**config.mk**
```make
export PLATFORM = sky130hd
export DESIGN_NAME = wb_bus_arbiter
export DESIGN_NICKNAME = d
export VERILOG_FILES = /design/src/rtl/wb_bus_arbiter.sv
export SDC_FILE = /design/constraint.sdc
export NUM_CORES = 1
export LEC_CHECK = 0
export CORE_ASPECT_RATIO = 0.75
export CORE_MARGIN = 1.5
export CORE_UTILIZATION = 42
export CTS_CLUSTER_SIZE = 16
export DETAILED_ROUTE_END_ITERATION = 10
export GPL_ROUTABILITY_DRIVEN = 0
export PLACE_DENSITY = 0.9
export SLEW_MARGIN = 30
export SYNTH_ARGS = -nofsm -noshare
export SYNTH_HDL_FRONTEND = slang
export SYNTH_SLANG_ARGS = --single-unit
```
**constraint.sdc**
```tcl
create_clock -name clock -period 2.27 [get_ports clock]
set_clock_uncertainty 0.2 [all_clocks]
set_input_delay 0.681 -clock clock [delete_from_list [all_inputs] [get_ports clock]]
set_output_delay 0.681 -clock clock [all_outputs]
set_load 0.01 [all_outputs]
```
**src/rtl/wb_bus_arbiter.sv**
```systemverilog
// Shares one Wishbone master between the instruction and data buses of the core.
// One transaction in flight, dbus-first priority with alternation, and a bus timeout.
module wb_bus_arbiter #(
  parameter int TIMEOUT_CYCLES = 255,
  parameter int CNT_W          = 8
) (
  input  logic        clock,
  input  logic        reset,
  input  logic        io_ibus_req,
  input  logic [31:0] io_ibus_addr,
  output logic [31:0] io_ibus_inst,
  output logic        io_ibus_valid,
  input  logic        io_dbus_rd_en,
  input  logic        io_dbus_wr_en,
  input  logic [31:0] io_dbus_addr,
  input  logic [31:0] io_dbus_wdata,
  input  logic [3:0]  io_dbus_sel,
  output logic [31:0] io_dbus_rdata,
  output logic        io_dbus_valid,
  output logic        io_wb_cyc_o,
  output logic        io_wb_stb_o,
  output logic        io_wb_we_o,
  output logic [31:0] io_wb_adr_o,
  output logic [31:0] io_wb_dat_o,
  output logic [3:0]  io_wb_sel_o,
  input  logic [31:0] io_wb_dat_i,
  input  logic        io_wb_ack_i,
  input  logic        io_wb_err_i,
  output logic        io_bus_err,
  output logic [31:0] io_err_addr
);

  typedef enum logic [1:0] {IDLE, BUSY, RESP} state_t;

  localparam logic [CNT_W-1:0] CNT_LAST = CNT_W'(TIMEOUT_CYCLES - 1);

  state_t           state;
  logic [CNT_W-1:0] cnt;
  logic             last_dbus;
  logic             grant_dbus;
  logic             err_flag;

  logic dbus_pend;
  logic pick_dbus;
  logic timeout_hit;

  assign dbus_pend   = io_dbus_rd_en | io_dbus_wr_en;
  // Contested grants go to dbus unless dbus won the previous one.
  assign pick_dbus   = dbus_pend & (~io_ibus_req | ~last_dbus);
  assign timeout_hit = (TIMEOUT_CYCLES != 0) && (cnt == CNT_LAST);

  always_ff @(posedge clock or negedge reset) begin
    if (!reset) begin
      state         <= IDLE;
      cnt           <= '0;
      last_dbus     <= 1'b0;
      grant_dbus    <= 1'b0;
      err_flag      <= 1'b0;
      io_ibus_inst  <= '0;
      io_ibus_valid <= 1'b0;
      io_dbus_rdata <= '0;
      io_dbus_valid <= 1'b0;
      io_wb_cyc_o   <= 1'b0;
      io_wb_stb_o   <= 1'b0;
      io_wb_we_o    <= 1'b0;
      io_wb_adr_o   <= '0;
      io_wb_dat_o   <= '0;
      io_wb_sel_o   <= '0;
      io_bus_err    <= 1'b0;
      io_err_addr   <= '0;
    end else begin
      io_ibus_valid <= 1'b0;
      io_dbus_valid <= 1'b0;
      io_bus_err    <= 1'b0;
      case (state)
        IDLE: begin
          cnt <= '0;
          if (io_ibus_req || dbus_pend) begin
            grant_dbus  <= pick_dbus;
            last_dbus   <= pick_dbus;
            err_flag    <= 1'b0;
            io_wb_cyc_o <= 1'b1;
            io_wb_stb_o <= 1'b1;
            if (pick_dbus) begin
              io_wb_we_o  <= io_dbus_wr_en;
              io_wb_adr_o <= io_dbus_addr;
              io_wb_dat_o <= io_dbus_wdata;
              io_wb_sel_o <= io_dbus_sel;
            end else begin
              io_wb_we_o  <= 1'b0;
              io_wb_adr_o <= io_ibus_addr;
              io_wb_dat_o <= '0;
              io_wb_sel_o <= 4'hF;
            end
            state <= BUSY;
          end
        end
        BUSY: begin
          cnt <= cnt + CNT_W'(1);
          // Error wins over a simultaneous ack; the requester sees zero data.
          if (io_wb_err_i || timeout_hit) begin
            io_wb_cyc_o <= 1'b0;
            io_wb_stb_o <= 1'b0;
            if (grant_dbus) io_dbus_rdata <= '0;
            else            io_ibus_inst  <= '0;
            io_err_addr <= io_wb_adr_o;
            err_flag    <= 1'b1;
            state       <= RESP;
          end else if (io_wb_ack_i) begin
            io_wb_cyc_o <= 1'b0;
            io_wb_stb_o <= 1'b0;
            if (grant_dbus) io_dbus_rdata <= io_wb_we_o ? 32'h0 : io_wb_dat_i;
            else            io_ibus_inst  <= io_wb_dat_i;
            err_flag    <= 1'b0;
            state       <= RESP;
          end
        end
        RESP: begin
          cnt <= '0;
          if (grant_dbus) io_dbus_valid <= 1'b1;
          else            io_ibus_valid <= 1'b1;
          io_bus_err <= err_flag;
          state      <= IDLE;
        end
        default: state <= IDLE;
      endcase
    end
  end

endmodule

```
Word level (Yosys, flattened, before mapping)
Index checks and enable logic that the tools add are counted.
{"block": "classes", "bitwise": 5, "reduce_logical": 13, "eq_ne": 5, "muxes": 30, "addsub": 1}
{"op": "2-to-1 mux 32 bit", "count": 11}
{"op": "case mux 8 bit (2 select lines)", "count": 1}
{"op": "2-to-1 mux 1 bit", "count": 11}
{"op": "AND reduction 3 bit", "count": 3}
{"op": "adder 8 x 1 -> 8 bit (second input constant)", "count": 1}
{"op": "== test 8 bit (second input constant)", "count": 1}
{"op": "2-to-1 mux 2 bit", "count": 3}
{"op": "AND reduction 2 bit", "count": 3}
{"op": "nonzero test 2 bit", "count": 3}
{"op": "2-to-1 mux 4 bit", "count": 1}
{"op": "case mux 1 bit (2 select lines)", "count": 2}
{"op": "case mux 2 bit (2 select lines)", "count": 1}
{"op": "inequality test 3 bit (second input constant)", "count": 1}
{"op": "== test 2 x 1 -> 1 bit (second input constant)", "count": 1}
{"op": "== test 2 bit (second input constant)", "count": 1}
{"op": "logical NOT 2 bit", "count": 1}
{"op": "logical OR 1 bit", "count": 2}
{"op": "inequality test 2 bit (second input constant)", "count": 1}
{"op": "NOT 1 bit", "count": 2}
{"op": "bitwise OR 1 bit", "count": 2}
{"op": "OR reduction 2 bit", "count": 1}
{"op": "AND 1 bit", "count": 1}
{"block": "totals", "input_bits": 139, "reg_bits": 181}

Logic depth before layout (Yosys ltp)
{"block": "logic_depth", "word_depth": 4, "mapped_depth": 8, "mapped_depth_nobuf": 6}

Worst setup path before layout
OpenSTA, ideal clock, no wires.
{"block": "synth_path", "kind": "register to register", "startpoint": "register cnt[0]", "endpoint": "register io_err_addr[10]", "t_required_ns": 1.945, "period_less_slack_ns": 1.929, "path_stages_with_launch": 9, "setup_slack_ns": 0.341, "arrival_time_ns": 1.604, "path_cell_list": "dfrtp_1 > inv_1 > ha_1 > nand3_1 > nor2_4 > o21a_1 > buf_4 > buf_6 > mux2_2"}
{"block": "synth_via", "elab_chain_cells": 3}
{"item": "from (decl)", "line_no": "38", "source": "logic [CNT_W-1:0] cnt;"}
{"item": "from (signal assigned)", "line_no": "99", "source": "cnt <= cnt + CNT_W'(1);"}
{"item": "== test 8 bit", "line_no": "50", "source": "assign timeout_hit = (TIMEOUT_CYCLES != 0) && (cnt == CNT_LAST);"}
{"item": "logical OR 1 bit", "line_no": "101", "source": "if (io_wb_err_i || timeout_hit) begin"}
{"item": "AND reduction 2 bit (no source line)"}
{"item": "to (signal assigned)", "line_no": "106", "source": "io_err_addr <= io_wb_adr_o;"}
{"item": "to (decl)", "line_no": "30", "source": "output logic [31:0] io_err_addr"}
No other way between the ends.
A chain may end at the register's enable or synchronous reset.

Worst setup path after layout
{"block": "layout_path", "startpoint": "register io_ibus_inst[7]", "endpoint": "output io_ibus_inst[7]"}
{"item": "from (decl)", "line_no": "11", "source": "output logic [31:0] io_ibus_inst,"}
{"item": "from (signal assigned)", "line_no": "113", "source": "else io_ibus_inst <= io_wb_dat_i;"}
No word-level cell between the ends.

==> parameters.txt <==
Parameter                              Value

Outcome
  Status ... completed

Synthesis
  Post-Synthesis Mean Instance Area ... 13.85 sq um
  Total of flip-flops plus latches after synthesis ... 181
  Yosys top cell by area ... dfrtp_1
  Share of synthesized area occupied by flip-flops and latches ... 0.6461
  Post-synth top area share ... 0.6461
  Leading cell types by total area after synthesis ... dfrtp_1 65%, a22o_1 12%, mux2_2 5.1%
  Post-synthesis instance area ... 0.007010 sq mm
  Syn nets ... 647
  Yosys warning count ... 0
  Post-Synthesis Cells ... 506
  Number of distinct library cells after synthesis ... 37

Setup path
  Startpoint type of the worst setup path ... flip-flop
  Sort of element at the end of the critical path ... output port
  Biggest cell delay along the critical path ... 0.55 ns
  Standard cell with the maximum stage delay on the critical path ... clkdlybuf4s50_1
  Worst path required time ... 1.39 ns
  Buffers & Inverters on Critical Path ... 1
  Largest fanout on the critical path ... 2
  WP data arrival ... 1.36 ns
  Crit path kind ... flip-flop to output port
  Category of cells accounting for the largest share of critical-path delay ... buffers and inverters
  Cells along the critical path ... clkdlybuf4s50_1

Detailed routing
  Final antenna-violating net count ... 0
  Final Routed Wirelength ... 19690 microns
  Vias after detailed routing ... 5465
  Length of the first detailed-routing pass in iterations ... 6
  Routed length on met3 ... 1328 microns
  Number of vias per cell ... 5.240
  Avg WL per Cell ... 18.88 microns
  DRC errors left ... 0
  Detailed router's first-iteration violation count ... 222
  DR WL met2 ... 10120 microns
  Detailed-routing wirelength on met1 ... 8016 microns
  Highest metal layer used by the detailed router ... met4

Clock network
  Clock tree from TritonCTS ... done
  Root Buffer ... clkbuf_16
  Clock sink total ... 181
  H-tree levels ... 4
  Buffer count from post-CTS setup fixing ... 0
  Maximum clock path buffer count ... 2
  Inserted Clock Buffers ... 17
  Clock slew at the register clock pins of the worst setup and hold paths ... 0.07 ns
  Worst-skew pair later-pin latency ... 0.42 ns

Final layout
  Synthesis-to-layout area growth ... 60.31%
  Fraction of layout cells with a size suffix above 1 ... 0.1176
  Number of antenna repair diodes ... 0
  Layout net count ... 961

Floorplanning
  Placeable core region ... 0.01617 sq mm
  Io pins ... 309
  Die Outline Area ... 0.01748 sq mm
  Die extent in x ... 152.2 microns
  Die H ... 114.9 microns
  # rows ... 40
  Effective utilization at floorplan ... 0.4337

Run
  Max_cap viols ... 0

Placed design
  Number of port buffers ... 308
  Final HPWL DP ... 14090 microns
  Place WS ... -0.1365 ns

Timing
  Worst slew pin tran ... 0.4674 ns
  Worst path setup slack after routing ... 0.03182 ns
  Count of final setup violators ... 0
  Final Max Tran Viols ... 0
  Slew headroom ... 0.6884
  Hold Vio Cnt, Final ... 0
  Share of the clock period used by the worst path after layout ... 0.9860
  Minimum clock period ... 2.238 ns
  Highest achievable clock rate ... 446.8 MHz

GRT
  Initial antenna violation count ... 0
  Total overflow reported by the global router ... 0
  Vias in the first global route ... 5714
  Combined global-route utilization of all metal layers ... 0.2249
  First-pass GRT wire length ... 30950 microns
  Maximum number of pins on one net before global-route repair ... 54

Min path
  Worst hold-check path type ... flip-flop to flip-flop

Power and ir drop
  Power per standard cell area ... 1382 mW/mm^2
  Power Total ... 15.53 mW
  Worst supply voltage drop on vdd ... 0.0007268 V
  Reported leakage power ... 5.633 nW
[stage by stage]
step	utilization	cell area [sq um]	TNS (ns)	cells	hold slack [ns]
after detailed placement	0.6489	10490	-6.355	1010	0.2905
after floorplan	-	7010	0	506	0.1854
after global placement	0.6489	10490	-3.328	1010	0.2811
after global routing	0.6952	11240	-0.005054	1043	0.3228
final	0.6952	11240	0	1043	0.2993
after CTS	0.6864	11100	0	1043	0.3099
[cells in the mapped netlist (all sizes together)]
master / instances
mux2i: 32
xor2: 1
a31o: 1
nor4: 2
nand4: 2
nand2b: 2
and4: 1
o31a: 1
and2b: 1
nand2: 40
nand3: 4
a22o: 97
inv: 2
nor2b: 1
nor3b: 1
xnor2: 6
clkbuf: 14
and3b: 3
nor3: 1
o21ai: 37
and2: 9
ha: 2
dfrtp: 181
mux2: 32
buf: 22
o22a: 4
o31ai: 1
nor2: 4
or3: 1
o21a: 1
[routing by layer]
layer / GRT usage / vias to the layer above
met3: 0.07426 / 19
met5: 0 / -
met1: 0.2721 / 2744
li1: - / 2486
met2: 0.3888 / 216
met4: 0.06343 / 0
[power breakdown]
| group | total (mW) | switching [mW] | internal [mW] | leakage, nW |
|---|---|---|---|---|
| sequential | 5.63 | 0.936 | 4.70 | 2.32 |
| combinational | 6.94 | 2.95 | 3.98 | 3.02 |
| clock | 2.96 | 1.36 | 1.60 | 0.294 |
| total | 15.5 | 5.25 | 10.3 | 5.63 |
[cells by family (layout without fill, tap and decap cells)]
| logic type | Yosys count | in the layout | share of synthesized area |
|---|---|---|---|
| xor+xnor | 7 | 7 | 0.008745 |
| fa+ha+maj | 2 | 2 | 0.003569 |
| simple gates | 72 | 72 | 0.05676 |
| flops | 181 | 181 | 0.6461 |
| compound gates | 142 | 142 | 0.1583 |
| buf+inv | 38 | 365 | 0.02945 |
| mux | 64 | 64 | 0.09709 |
[area by class of cell]
class                           instances  area, sq um
Inverter                                2        7.507
Fill cell                            1113         4927
Sequential cell                       181         4529
Timing Repair Buffer                  331         3535
Multi-Input combinational cell        287         2303
Clock buffer                           18        439.2
Tap cell                              210        262.8
Clock inverter                         14        161.4
[worst paths after layout]
path,start,endpoint,slack [ns],cells after the start
setup / recovery,io_ibus_inst[7],io_ibus_inst[7],0.03,1
hold / removal,io_wb_dat_o[30],io_wb_dat_o[30],0.30,1
setup reg to reg,cnt[0],io_err_addr[15],0.13,7
hold reg to reg,io_wb_dat_o[30],io_wb_dat_o[30],0.30,1
max in group asynchronous,reset,io_ibus_inst[23],0.65,3
min in group asynchronous,reset,io_err_addr[7],0.55,2
[timing repair]
action | in CTS | in global routing
resized for setup | 4 | 57
setup endpoints to repair | 4 | 57
endpoints found under the hold margin | 6 | 0
hold buffers | 1 | 0
[sequential cells by signal (all words and copies together) (netlist names)]
register       count
io_wb_stb_o        1
state              2
io_ibus_inst      32
cnt                8
io_wb_adr_o       32
err_flag           1
grant_dbus         1
io_ibus_valid      1
io_wb_we_o         1
io_wb_sel_o        4
io_dbus_valid      1
io_wb_dat_o       32
io_bus_err         1
io_dbus_rdata     32
io_err_addr       32
[cell usage in the layout, fill, tap and decap left out, types with 6 or more instances in the layout]
cell type and instances:
a22o_1 97, buf_4 11, mux2_2 32, clkbuf_16 17, nand2_1 39, mux2i_1 32
xnor2_1 6, dlymetal6s2s_1 57, clkdlybuf4s50_1 246, buf_12 11, and2_1 9, o21ai_0 35
dfrtp_1 181
Power figures use the tool's default switching activity.
